$ cat src/rtl/coreriscv_axi4_wrr_lock_scheduler_pkg.sv
// Shared constants and state encoding for the weighted round-robin lock scheduler.
package coreriscv_axi4_wrr_lock_scheduler_pkg;

    localparam int unsigned N_REQ   = 4;
    localparam int unsigned BEATS   = 8;
    localparam int unsigned BEAT_W  = 3;
    localparam int unsigned QUOTA_W = 4;

    typedef enum logic {
        IDLE   = 1'b0,
        ACTIVE = 1'b1
    } state_t;

endpackage

$ cat src/rtl/coreriscv_axi4_rr_pick.sv
// Round-robin search: first valid requester starting at pointer+1, wrapping back to pointer.
module coreriscv_axi4_rr_pick
    import coreriscv_axi4_wrr_lock_scheduler_pkg::*;
(
    input  logic [3:0] i_valid,
    input  logic [1:0] i_pointer,
    output logic       o_found,
    output logic [1:0] o_index
);

    // Walk offsets from farthest to nearest so the nearest valid requester wins.
    always_comb begin
        o_found = 1'b0;
        o_index = '0;
        for (int unsigned i = 4; i >= 1; i--) begin
            if (i_valid[i_pointer + 2'(i)]) begin
                o_found = 1'b1;
                o_index = i_pointer + 2'(i);
            end
        end
    end

endmodule

$ cat src/rtl/coreriscv_axi4_wrr_lock_scheduler.sv
// Weighted round-robin grant scheduler that locks onto an owner for multi-beat messages.
module coreriscv_axi4_wrr_lock_scheduler
    import coreriscv_axi4_wrr_lock_scheduler_pkg::*;
#(
    parameter int N_REQ = coreriscv_axi4_wrr_lock_scheduler_pkg::N_REQ,
    parameter int BEATS = coreriscv_axi4_wrr_lock_scheduler_pkg::BEATS
) (
    input  logic               clk,
    input  logic               reset,
    input  logic [N_REQ-1:0]   io_req_valid,
    input  logic [N_REQ-1:0]   io_req_has_data,
    input  logic [QUOTA_W-1:0] io_quota_0,
    input  logic [QUOTA_W-1:0] io_quota_1,
    input  logic [QUOTA_W-1:0] io_quota_2,
    input  logic [QUOTA_W-1:0] io_quota_3,
    input  logic               io_fire,
    output logic [N_REQ-1:0]   io_grant,
    output logic [1:0]         io_chosen,
    output logic               io_locked,
    output logic [BEAT_W-1:0]  io_beat
);

    localparam logic [BEAT_W-1:0] LAST_BEAT = BEAT_W'(BEATS - 1);

    state_t             r_state;
    logic [1:0]         r_owner;
    logic               r_prev_vld;
    logic [QUOTA_W-1:0] r_msg_cnt;
    logic               r_has_data;
    logic [BEAT_W-1:0]  r_beat;
    logic               r_locked;
    logic [N_REQ-1:0]   r_grant;
    logic [1:0]         r_chosen;

    logic               w_found;
    logic [1:0]         w_pick;
    logic [QUOTA_W-1:0] w_quota;
    logic [QUOTA_W-1:0] w_quota_eff;
    logic               w_keep;
    logic [1:0]         w_sel;

    coreriscv_axi4_rr_pick u_pick (
        .i_valid   (io_req_valid),
        .i_pointer (r_owner),
        .o_found   (w_found),
        .o_index   (w_pick)
    );

    always_comb begin
        w_quota = io_quota_0;
        case (r_owner)
            2'd0:    w_quota = io_quota_0;
            2'd1:    w_quota = io_quota_1;
            2'd2:    w_quota = io_quota_2;
            default: w_quota = io_quota_3;
        endcase
    end

    assign w_quota_eff = (w_quota == '0) ? QUOTA_W'(1) : w_quota;
    // r_prev_vld keeps the reset-time pointer from being treated as a real previous owner.
    assign w_keep      = r_prev_vld && io_req_valid[r_owner] && (r_msg_cnt < w_quota_eff);
    assign w_sel       = w_keep ? r_owner : w_pick;

    always_ff @(posedge clk or negedge reset) begin
        if (!reset) begin
            r_state    <= IDLE;
            r_owner    <= 2'd3;
            r_prev_vld <= 1'b0;
            r_msg_cnt  <= '0;
            r_has_data <= 1'b0;
            r_beat     <= '0;
            r_locked   <= 1'b0;
            r_grant    <= '0;
            r_chosen   <= '0;
        end else begin
            case (r_state)
                IDLE: begin
                    if (w_found) begin
                        r_state    <= ACTIVE;
                        r_owner    <= w_sel;
                        r_prev_vld <= 1'b1;
                        r_chosen   <= w_sel;
                        r_grant    <= N_REQ'(1) << w_sel;
                        r_has_data <= io_req_has_data[w_sel];
                        if (!w_keep) r_msg_cnt <= '0;
                    end
                end
                ACTIVE: begin
                    if (io_fire) begin
                        if (r_has_data && (r_beat != LAST_BEAT)) begin
                            r_beat   <= r_beat + BEAT_W'(1);
                            r_locked <= 1'b1;
                        end else begin
                            r_beat   <= '0;
                            r_locked <= 1'b0;
                            if (r_msg_cnt != '1) r_msg_cnt <= r_msg_cnt + QUOTA_W'(1);
                            r_state  <= IDLE;
                            r_grant  <= '0;
                        end
                    end else if (!r_locked && !io_req_valid[r_owner]) begin
                        r_state <= IDLE;
                        r_grant <= '0;
                    end
                end
                default: r_state <= IDLE;
            endcase
        end
    end

    assign io_grant  = r_grant;
    assign io_chosen = r_chosen;
    assign io_locked = r_locked;
    assign io_beat   = r_beat;

endmodule
$ cat config.mk
export PLATFORM = sky130hd
export DESIGN_NAME = coreriscv_axi4_wrr_lock_scheduler
export DESIGN_NICKNAME = d
export VERILOG_FILES = /design/src/rtl/coreriscv_axi4_wrr_lock_scheduler_pkg.sv /design/src/rtl/coreriscv_axi4_rr_pick.sv /design/src/rtl/coreriscv_axi4_wrr_lock_scheduler.sv
export SDC_FILE = /design/constraint.sdc
export NUM_CORES = 1
export LEC_CHECK = 0
export BUFFER_PORTS_ARGS = -buffer_cell sky130_fd_sc_hd__buf_2
export CORE_ASPECT_RATIO = 0.75
export CORE_MARGIN = 2
export CORE_UTILIZATION = 49
export CTS_BUF_LIST = sky130_fd_sc_hd__clkbuf_4
export DETAILED_ROUTE_END_ITERATION = 10
export PLACE_DENSITY = 0.78
export RECOVER_POWER = 50
export SETUP_SLACK_MARGIN = 0.02
export SYNTH_ARGS = -nofsm -noshare
export SYNTH_HDL_FRONTEND = slang
export SYNTH_SLANG_ARGS = --single-unit
$ cat constraint.sdc
create_clock -name clk -period 3.2 [get_ports clk]
set_input_delay 0.16 -clock clk [delete_from_list [all_inputs] [get_ports clk]]
set_output_delay 0.16 -clock clk [all_outputs]
set_load 0.03 [all_outputs]
# Yosys cells after proc, flatten, opt, wreduce, memory -nomap -nowiden
# Cells that the tools add are included.
# classes
n_shift,1
addsub,5
reduce_logical,12
bitwise_logic,1
n_mux,38
n_eq_ne,11
n_lt_le_gt_ge,6
# op_table
operator,count
4-bit two-way mux,10
4-bit case mux with 2 select lines,2
2-bit by 3-bit < comparator with 1-bit output (second input constant),5
1-bit two-way mux,13
4-bit case mux with 3 select lines,1
1-bit binary-select mux with 2-bit select,5
2-bit two-way mux,5
2-bit != test (second input constant),3
3-bit != test (second input constant),2
5-bit AND reduction,1
2-bit adder (second input constant),2
4-bit by 1-bit adder with 4-bit output (second input constant),1
1-bit logical AND,4
4-bit zero test,1
4-bit < comparator,1
2-bit by 1-bit != test with 1-bit output (second input constant),2
4-bit != test (second input constant),1
2-bit AND reduction,2
1-bit by 2-bit left shift with 4-bit output (first input constant),1
3-bit by 1-bit adder with 3-bit output (second input constant),1
3-bit two-way mux,1
3-bit by 2-bit != test with 1-bit output (second input constant),1
3-bit AND reduction,1
2-bit by 1-bit adder with 2-bit output (second input constant),1
other kinds (6),7
# word_totals
out_inout_bits,10
inputBits,27
regBits,19
word_cells,83

# Depth between registers and ports, before layout
# Gate-level depths: netlist (run 1).
# depth
ltp_word,10
ltp_mapped,14
mapped_depth_nobuf,13

# Cells and area by module
# A second synthesis (run 1) with hierarchy kept.
# unflattened
cells_unflattened,122
area_unflattened_um2,1292.5
# by_module_without_submodules
mod,area_per_inst_um2,seq_area_each_um2,instances,cells_per_inst
coreriscv_axi4_wrr_lock_scheduler,1201.2,478.0,1,108
coreriscv_axi4_rr_pick,91.3,0.0,1,14

# Least setup slack after synthesis (run 1)
# OpenSTA, ideal clock, no wires.
# synth_path
kind,register -> register
from,register r_owner[1]
to,register r_has_data
required_ps,3106
setup_slack_ps,197
n_path_buf,1
arrival_time_ps,2909
stages_incl_launch_ff,14
setup_time_ps,94
synth_period_minus_slack_ps,3003
cell_sequence,dfstp_2 -> buf_2 -> inv_1 -> ha_1 -> a222oi_1 -> inv_1 -> o21ai_0 -> ha_1 -> o21ai_0 -> o21bai_1 -> nand4_1 -> o221ai_4 -> mux2i_1 -> a221oi_2
# synth_between
elab_chain_len,9
word_cells_on_any_way,32
classes_between,3 x add/sub; 1 x order compare; 2 x eq/ne; 21 x mux; 5 x reduce/logical
# synth_lines
item,line_no,text
start: declaration,coreriscv_axi4_wrr_lock_scheduler.sv:26,logic [1:0] r_owner;
start signal: assignment,coreriscv_axi4_wrr_lock_scheduler.sv:80,r_owner <= w_sel;
"2-bit equality test, or another cell as far along",coreriscv_axi4_wrr_lock_scheduler.sv:51,case (r_owner)
"4-bit case mux with 3 select lines, or another cell as far along",coreriscv_axi4_wrr_lock_scheduler.sv:51,
"4-bit zero test, or another cell as far along",coreriscv_axi4_wrr_lock_scheduler.sv:59,assign w_quota_eff = (w_quota == '0) ? QUOTA_W'(1) : w_quota;
4-bit two-way mux or 2-bit two-way mux (tied branches),"coreriscv_axi4_wrr_lock_scheduler.sv:59, coreriscv_axi4_rr_pick.sv:16",
4-bit < comparator or 2-bit two-way mux (tied branches),"coreriscv_axi4_wrr_lock_scheduler.sv:61, coreriscv_axi4_rr_pick.sv:16",
1-bit logical AND or 2-bit two-way mux (tied branches),"coreriscv_axi4_wrr_lock_scheduler.sv:61, coreriscv_axi4_rr_pick.sv:16",
2-bit two-way mux,coreriscv_axi4_wrr_lock_scheduler.sv:62,assign w_sel = w_keep ? r_owner : w_pick;
1-bit binary-select mux with 2-bit select,coreriscv_axi4_wrr_lock_scheduler.sv:84,r_has_data <= io_req_has_data[w_sel];
1-bit two-way mux (not written as such),coreriscv_axi4_wrr_lock_scheduler.sv:84,
end signal: assignment,coreriscv_axi4_wrr_lock_scheduler.sv:84,
end: declaration,coreriscv_axi4_wrr_lock_scheduler.sv:29,logic r_has_data;
# Several ways; a longest one is shown, not always the timed one. The select of a mux whose other input is x is not followed.
# A chain may end at the register's enable or synchronous reset.

# Worst setup path in the final report (run 1)
# layout_path
from,register r_owner[0]
to,register r_grant[2] (netlist: io_grant[2])
# layout_between
elab_chain_len,10
word_cells_on_any_way,37
classes_between,3 x add/sub; 1 x order compare; 4 x eq/ne; 1 x shift; 21 x mux; 7 x reduce/logical
# layout_lines
item,line_no,text
"2-bit equality test, or another cell as far along",coreriscv_axi4_wrr_lock_scheduler.sv:51,
"4-bit case mux with 3 select lines, or another cell as far along",coreriscv_axi4_wrr_lock_scheduler.sv:51,
"4-bit zero test, or another cell as far along",coreriscv_axi4_wrr_lock_scheduler.sv:59,
4-bit two-way mux or 2-bit two-way mux (tied branches),"coreriscv_axi4_wrr_lock_scheduler.sv:59, coreriscv_axi4_rr_pick.sv:16",
4-bit < comparator or 2-bit two-way mux (tied branches),"coreriscv_axi4_wrr_lock_scheduler.sv:61, coreriscv_axi4_rr_pick.sv:16",
1-bit logical AND or 2-bit two-way mux (tied branches),"coreriscv_axi4_wrr_lock_scheduler.sv:61, coreriscv_axi4_rr_pick.sv:16",
2-bit two-way mux,coreriscv_axi4_wrr_lock_scheduler.sv:62,
1-bit by 2-bit left shift with 4-bit output,coreriscv_axi4_wrr_lock_scheduler.sv:83,r_grant <= N_REQ'(1) << w_sel;
4-bit two-way mux,coreriscv_axi4_wrr_lock_scheduler.sv:78,if (w_found) begin
4-bit case mux with 2 select lines,coreriscv_axi4_wrr_lock_scheduler.sv:76,case (r_state)
end signal: assignment,coreriscv_axi4_wrr_lock_scheduler.sv:83,
end: declaration,coreriscv_axi4_wrr_lock_scheduler.sv:32,logic [N_REQ-1:0] r_grant;
# Several ways; a longest one is shown, not always the timed one. The select of a mux whose other input is x is not followed.

==> impl_metrics.py, run 1 <==
metrics = {
    "placed_design": {
        "portBuffers": 36,
        "dp_hpwl_um": 2680,
        "gp_routability_congestion": 0.9225,
        "dpl-instance-area_um2": 1655,
    },
    "worst_setup_path": {
        "reg2reg_to": "io_grant[2]",
        "ff2ff_path_depth": 12,
        "arrival_ns": 3.30,
        "crit_start": "r_owner[0]",
        "r2r-start": "r_owner[0]",
        "endpoint_kind": "register",
        "worst_ep_required_time_ns": 3.45,
        "path_max_fanout": 4,
        "path_class": "reg2reg",
        "regToRegSetupSlack_ns": 0.14,
        "startpoint_type": "register",
    },
    "hold_path": {
        "whs_path_depth": 3,
        "hp-start": "io_req_has_data[2]",
        "whs_endpoint": "r_has_data",
        "min_path_type": "in2reg",
    },
    "global_routing": {
        "grt_pass1_wl_um": 5733,
        "grt_max_degree": 20,
        "grt-ovfl-total": 0,
        "grtUsageTotal_pct": 22.03,
        "grt_pass1_vias": 1246,
        "antenna_found_initial": 0,
    },
    "cells_and_area": {
        "seqCellArea_um2": 478.0,
        "num_antenna_cells": 0,
        "drive_gt1_share_pct": 34.18,
        "fin_util_pct": 61.68,
        "fillers": 264,
        "nets": 234,
        "area_growth_pct": 22.51,
        "post-route-cell-area_um2": 1784,
        "multiInputGateArea_um2": 962.2,
    },
    "logic_synthesis": {
        "yosysTopAreaCell": "dfrtp_1",
        "synth_top_area_share_pct": 29.21,
        "synth_top_flop_cell": "dfrtp_1",
        "yosysSeqAreaShare_pct": 32.82,
        "synth_most_common_cell": "dfrtp_1",
        "ys_types": 46,
        "netlist_instances": 156,
        "synthesis.nets": 193,
        "syn_area_um2": 1456,
        "synth_warnings": 0,
        "avgSynthCellArea_um2": 9.336,
        "yosys-top-cells-area": "dfrtp_1 (29%), ha_1 (8.6%), a22o_1 (4.2%)",
        "synthTopCellsByCount": "dfrtp_1 (17), nor2_1 (14), nand2_1 (12), inv_1 (11)",
        "synthArstFlopShare_pct": 100.0,
        "ys_ff_latch": 19,
        "synth_edf_count": 0,
    },
    "timing": {
        "worst_pin_slew_ns": 1.068,
        "max_freq_mhz": 327.3,
        "relSlewSlack_pct": 28.83,
        "fin_skew_ns": 0.001198,
        "fin_crit_sh_pct": 95.47,
        "drv_slew": 0,
        "hold_viol": 0,
        "setup_viol": 0,
        "period_needed_ns": 3.055,
        "holdWs_ns": 0.2144,
    },
    "routing": {
        "drtPass1Iterations": 4,
        "vias_per_cell": 5.880,
        "route.vias.total": 1376,
        "first_iter_violations": 52,
        "antenna_left": 0,
        "detail_route.wirelength_um": 3695,
        "wl_per_cell_um": 15.79,
        "drc": 0,
    },
    "floorplanning": {
        "initial_core_util_pct": 50.35,
        "pin_count": 37,
        "core_um2": 2893,
        "fp-row-count": 17,
        "chipWidth_um": 66.95,
        "die_h_um": 51.22,
        "die-area_um2": 3429,
    },
    "cts": {
        "clock_path_buffers": 2,
        "cts_tree": "done",
        "cts_sinks": 19,
        "cts_buffers": 3,
        "clk_latency_ns": 0.30,
        "path_clk_slew_ns": 0.12,
        "cts.htree.levels": 1,
        "cts-root-buf": "clkbuf_4",
    },
    "power_and_ir_drop": {
        "leakage_uw": 0.0008043,
        "pwr-share-clk_pct": 6.7,
        "vdd_ir_drop_max_uv": 594.1,
        "power.density_nw_per_um2": 1083,
        "swShare_pct": 49.40,
        "seq_power_share_pct": 23.7,
        "p_switching_uw": 954.8,
        "power_frac_comb_pct": 69.6,
        "internal_power_uw": 978.2,
    },
    "outcome": {
        "outcome": "finished clean",
    },
    "run": {
        "max_cap_violations": 0,
    },
}
[power by group through the flow]
stage	combinational [uW]	clock [uW]	sequential, uW
3_3_place_gp	1160	0	436
2_1_floorplan	874	0	514
4_1_cts	1220	135	441
3_5_place_dp	1200	0	445
5_1_grt	1480	144	472
6_report	1350	129	458
[layer usage]
| metal | track usage (%) | share of wire, % | vias to the layer above |
|---|---|---|---|
| li1 | - | - | 661 |
| met1 | 30.87 | 44 | 645 |
| met2 | 36.00 | 47 | 63 |
| met3 | 4.185 | 7.7 | 7 |
| met4 | 3.741 | 1.1 | 0 |
| met5 | 0 | 0 | - |
[worst max-delay path: stages (launching register included)]
cell and delay [ns]:
dfstp_2 0.66, ha_4 0.18, a22oi_1 0.09, a22oi_2 0.25
inv_1 0.08, ha_1 0.23, nor3b_2 0.27, nand3_1 0.12
a2111oi_0 0.41, nor3_1 0.12, and2_1 0.19, nor2_1 0.21
a22o_1 0.19
[cells by family after synthesis]
| group | after synthesis | share of synthesized area (%) |
|---|---|---|
| AO/OA/AOI/OAI | 46 | 25.60 |
| XOR/XNOR | 2 | 1.203 |
| adder cells (fa/ha/maj) | 10 | 8.591 |
| buffers and inverters | 17 | 5.842 |
| flip-flops | 19 | 32.82 |
| multiplexers | 8 | 6.615 |
| AND/OR/NAND/NOR | 54 | 19.33 |
[sequential cells by signal (all words and copies together) (netlist names)]
name / count
io_beat: 3
r_state: 1
io_chosen: 2
io_locked: 1
r_owner: 2
r_msg_cnt: 4
r_has_data: 1
io_grant: 4
r_prev_vld: 1
[metrics by stage]
stage          TNS (ns)  std cells  total power [uW]  setup slack [ns]
2_1_floorplan         0        156              1388            0.1969
3_3_place_gp          0        226              1592           0.08347
3_5_place_dp   -0.03711        226              1646          -0.03711
4_1_cts               0        231              1797           0.06473
5_1_grt        -0.07240        234              2096          -0.04027
6_report              0        234              1933            0.1450
[worst max path at each step]
stage / slack, ns / to / depth (start not counted)
final: 0.14 / io_grant[2] / 12
after detailed placement: -0.04 / r_has_data / 13
after floorplan: 0.20 / r_has_data / 13
after global routing: -0.04 / r_has_data / 12
after global placement: 0.08 / r_has_data / 13
after CTS: 0.06 / r_has_data / 12
[timing repair]
item,CTS,global route
hold buffers,1,0
hold endpoints to repair,17,0
buffers inserted,0,3
resized for setup,2,18
cloned,0,0
endpoints found under the setup margin,6,9
pin swaps,0,7
[layout make-up]
| type | count | share of cell area [%] |
|---|---|---|
| clock inverter | 1 | 0.4208 |
| clock buffer | 3 | 1.262 |
| multi-input combinational | 120 | 53.93 |
| tap | 38 | 2.665 |
| sequential | 19 | 26.79 |
| inverter | 11 | 2.595 |
| timing repair buffer | 42 | 12.34 |
[cell usage in the layout (no fill, tap or decap), types with 3 or more instances in the layout]
master,count
clkbuf_1,6
dfrtp_1,17
a22o_1,7
a222oi_1,4
nor2_1,14
o21ai_0,8
clkbuf_4,3
nand2b_1,5
mux2i_1,4
ha_1,5
nand3_1,5
ha_4,3
mux2_2,3
a21oi_1,4
nand2_1,12
nand4_1,3
inv_1,9
buf_4,5
buf_2,30
Power figures use the tool's default switching activity.
==> run 2: changes to the inputs <==
- GPL_ROUTABILITY_DRIVEN: not set -> 0
- MAX_ROUTING_LAYER: not set -> met4
==> run 2 against run 1 <==
  * Sequential share of layout area unchanged
  * Routed wire length increased by 0.16%
  * Combinational power about the same
  * Power about the same
  * Cell area unchanged
  * Hold slack about the same
  * Core utilization unchanged
  * Critical path depth unchanged
  * Clock skew increased by 0.0031 ns
  * Count of clock-buffer cells in the layout unchanged
  * Critical path type unchanged
  * Highest routed layer unchanged
==> impl_metrics.py, run 2 (synthesized netlist as in run 1, its figures left out) <==
metrics = {
    "routing": {
        "drtPass1Iterations": 4,
        "first_iter_violations": 63,
        "drc": 0,
        "wl_met3_um": 304,
        "m1WireLength_um": 1628,
        "antenna_left": 0,
        "wl_per_cell_um": 15.82,
        "detail_route.wirelength_um": 3701,
        "route.vias.total": 1380,
        "highest-signal-layer": "met4",
        "vias_per_cell": 5.897,
        "met2_length_um": 1714,
    },
    "worst_setup_path": {
        "regToRegSetupSlack_ns": 0.09,
        "startpoint_type": "register",
        "path_max_fanout": 4,
        "critical_path.endpoint": "io_grant[2]",
        "reg2reg_to": "io_grant[2]",
        "r2r-start": "r_owner[0]",
        "ff2ff_path_depth": 12,
        "arrival_ns": 3.36,
        "endpoint_kind": "register",
        "worst_ep_required_time_ns": 3.45,
        "path_class": "reg2reg",
        "crit_start": "r_owner[0]",
    },
    "placed_design": {
        "portBuffers": 36,
        "pre_cts_ws_ns": -0.03711,
        "dp_hpwl_um": 2680,
    },
    "timing": {
        "finalWorstSetupSlack_ns": 0.09401,
        "fin_skew_ns": 0.004330,
        "drv_slew": 0,
        "relSlewSlack_pct": 28.87,
        "max_freq_mhz": 322.0,
        "setup_tns_ns": 0,
        "period_needed_ns": 3.106,
        "setup_viol": 0,
        "fin_crit_sh_pct": 97.06,
        "worst_pin_slew_ns": 1.067,
        "hold_viol": 0,
    },
    "global_routing": {
        "grt_pass1_wl_um": 5713,
        "grtUsageTotal_pct": 22.53,
        "grt_max_degree": 20,
        "grt_pass1_vias": 1247,
        "grt-ovfl-total": 0,
        "antenna_found_initial": 0,
    },
    "cts": {
        "cts_buffers": 3,
        "clock_path_buffers": 2,
        "cts-root-buf": "clkbuf_4",
        "clk_latency_ns": 0.31,
        "cts_tree": "done",
        "cts_sinks": 19,
        "cts.htree.levels": 1,
        "path_clk_slew_ns": 0.12,
    },
    "cells_and_area": {
        "final_common_cell": "buf_2",
        "seqCellArea_um2": 478.0,
        "area_growth_pct": 22.51,
        "final_cell_mix": "buf_2 (30), dfrtp_1 (17), nor2_1 (14), nand2_1 (12), inv_1 (9)",
        "nets": 234,
        "num_antenna_cells": 0,
        "fillers": 264,
        "multiInputGateArea_um2": 962.2,
        "drive_gt1_share_pct": 34.18,
    },
    "run": {
        "max_cap_violations": 0,
    },
    "floorplanning": {
        "initial_core_util_pct": 50.35,
        "die_h_um": 51.22,
        "core_um2": 2893,
        "pin_count": 37,
        "chipWidth_um": 66.95,
        "fp-row-count": 17,
        "die-area_um2": 3429,
    },
    "power_and_ir_drop": {
        "total_power_uw": 1935,
        "power.density_nw_per_um2": 1084,
        "leakage_uw": 0.0008043,
        "vdd_ir_drop_max_uv": 596.0,
    },
    "hold_path": {
        "min_path_type": "in2reg",
    },
    "outcome": {
        "outcome": "finished clean",
    },
}
-- run 2: routing by layer --
layer | up-vias | track usage, %
met4 | 0 | 3.741
met5 | - | -
met2 | 66 | 36.17
met1 | 646 | 30.59
met3 | 8 | 3.965
li1 | 660 | -
-- run 2: repair_timing --
action	4_1_cts	5_1_grt
pin swaps	0	7
hold buffers	1	0
endpoints found under the setup margin	6	9
resized for setup	2	18
buffers inserted	0	3
gates cloned	0	0
hold endpoints to repair	17	0
-- run 2: worst min path at each step --
stage	from	endpoint	slack, ns	depth (start not counted)
2_1_floorplan	reset	io_beat[0]	-0.14	0
3_3_place_gp	reset	r_msg_cnt[0]	0.11	1
3_5_place_dp	reset	r_msg_cnt[0]	0.13	1
4_1_cts	io_req_has_data[2]	r_has_data	0.20	3
5_1_grt	io_req_has_data[2]	r_has_data	0.22	3
6_report	io_req_has_data[2]	r_has_data	0.21	3
-- run 2: per-stage QoR --
step / util [%] / cell area (um2) / hold slack, ns / std cells
2_1_floorplan: - / 1456 / -0.1356 / 156
4_1_cts: 58.95 / 1705 / 0.2043 / 231
6_report: 61.68 / 1784 / 0.2140 / 234
3_5_place_dp: 57.22 / 1655 / 0.1258 / 226
5_1_grt: 61.68 / 1784 / 0.2203 / 234
3_3_place_gp: 57.22 / 1655 / 0.1114 / 226
-- run 2: critical path, cell delays in order (launching register included) --
cell and delay [ns]:
dfstp_2 0.66, ha_4 0.18, a22oi_1 0.09, a22oi_2 0.25
inv_1 0.08, ha_1 0.23, nor3b_2 0.27, nand3_1 0.14
a2111oi_0 0.43, nor3_1 0.12, and2_1 0.19, nor2_1 0.21
a22o_1 0.19
-- run 2: power by group --
group	internal, uW	switching (uW)	total (uW)
Combinational	583	763	1350
Clock	47.6	83.8	131
Sequential	348	110	458
Total	978	957	1930
-- run 2: area by class of cell --
type | count | area share (%)
flip-flops and latches | 19 | 26.79
well taps | 38 | 2.665
repair buffers | 42 | 12.34
inverters | 11 | 2.595
clock buffers | 3 | 1.262
multi-input cells | 120 | 53.93
clock inverters | 1 | 0.4208
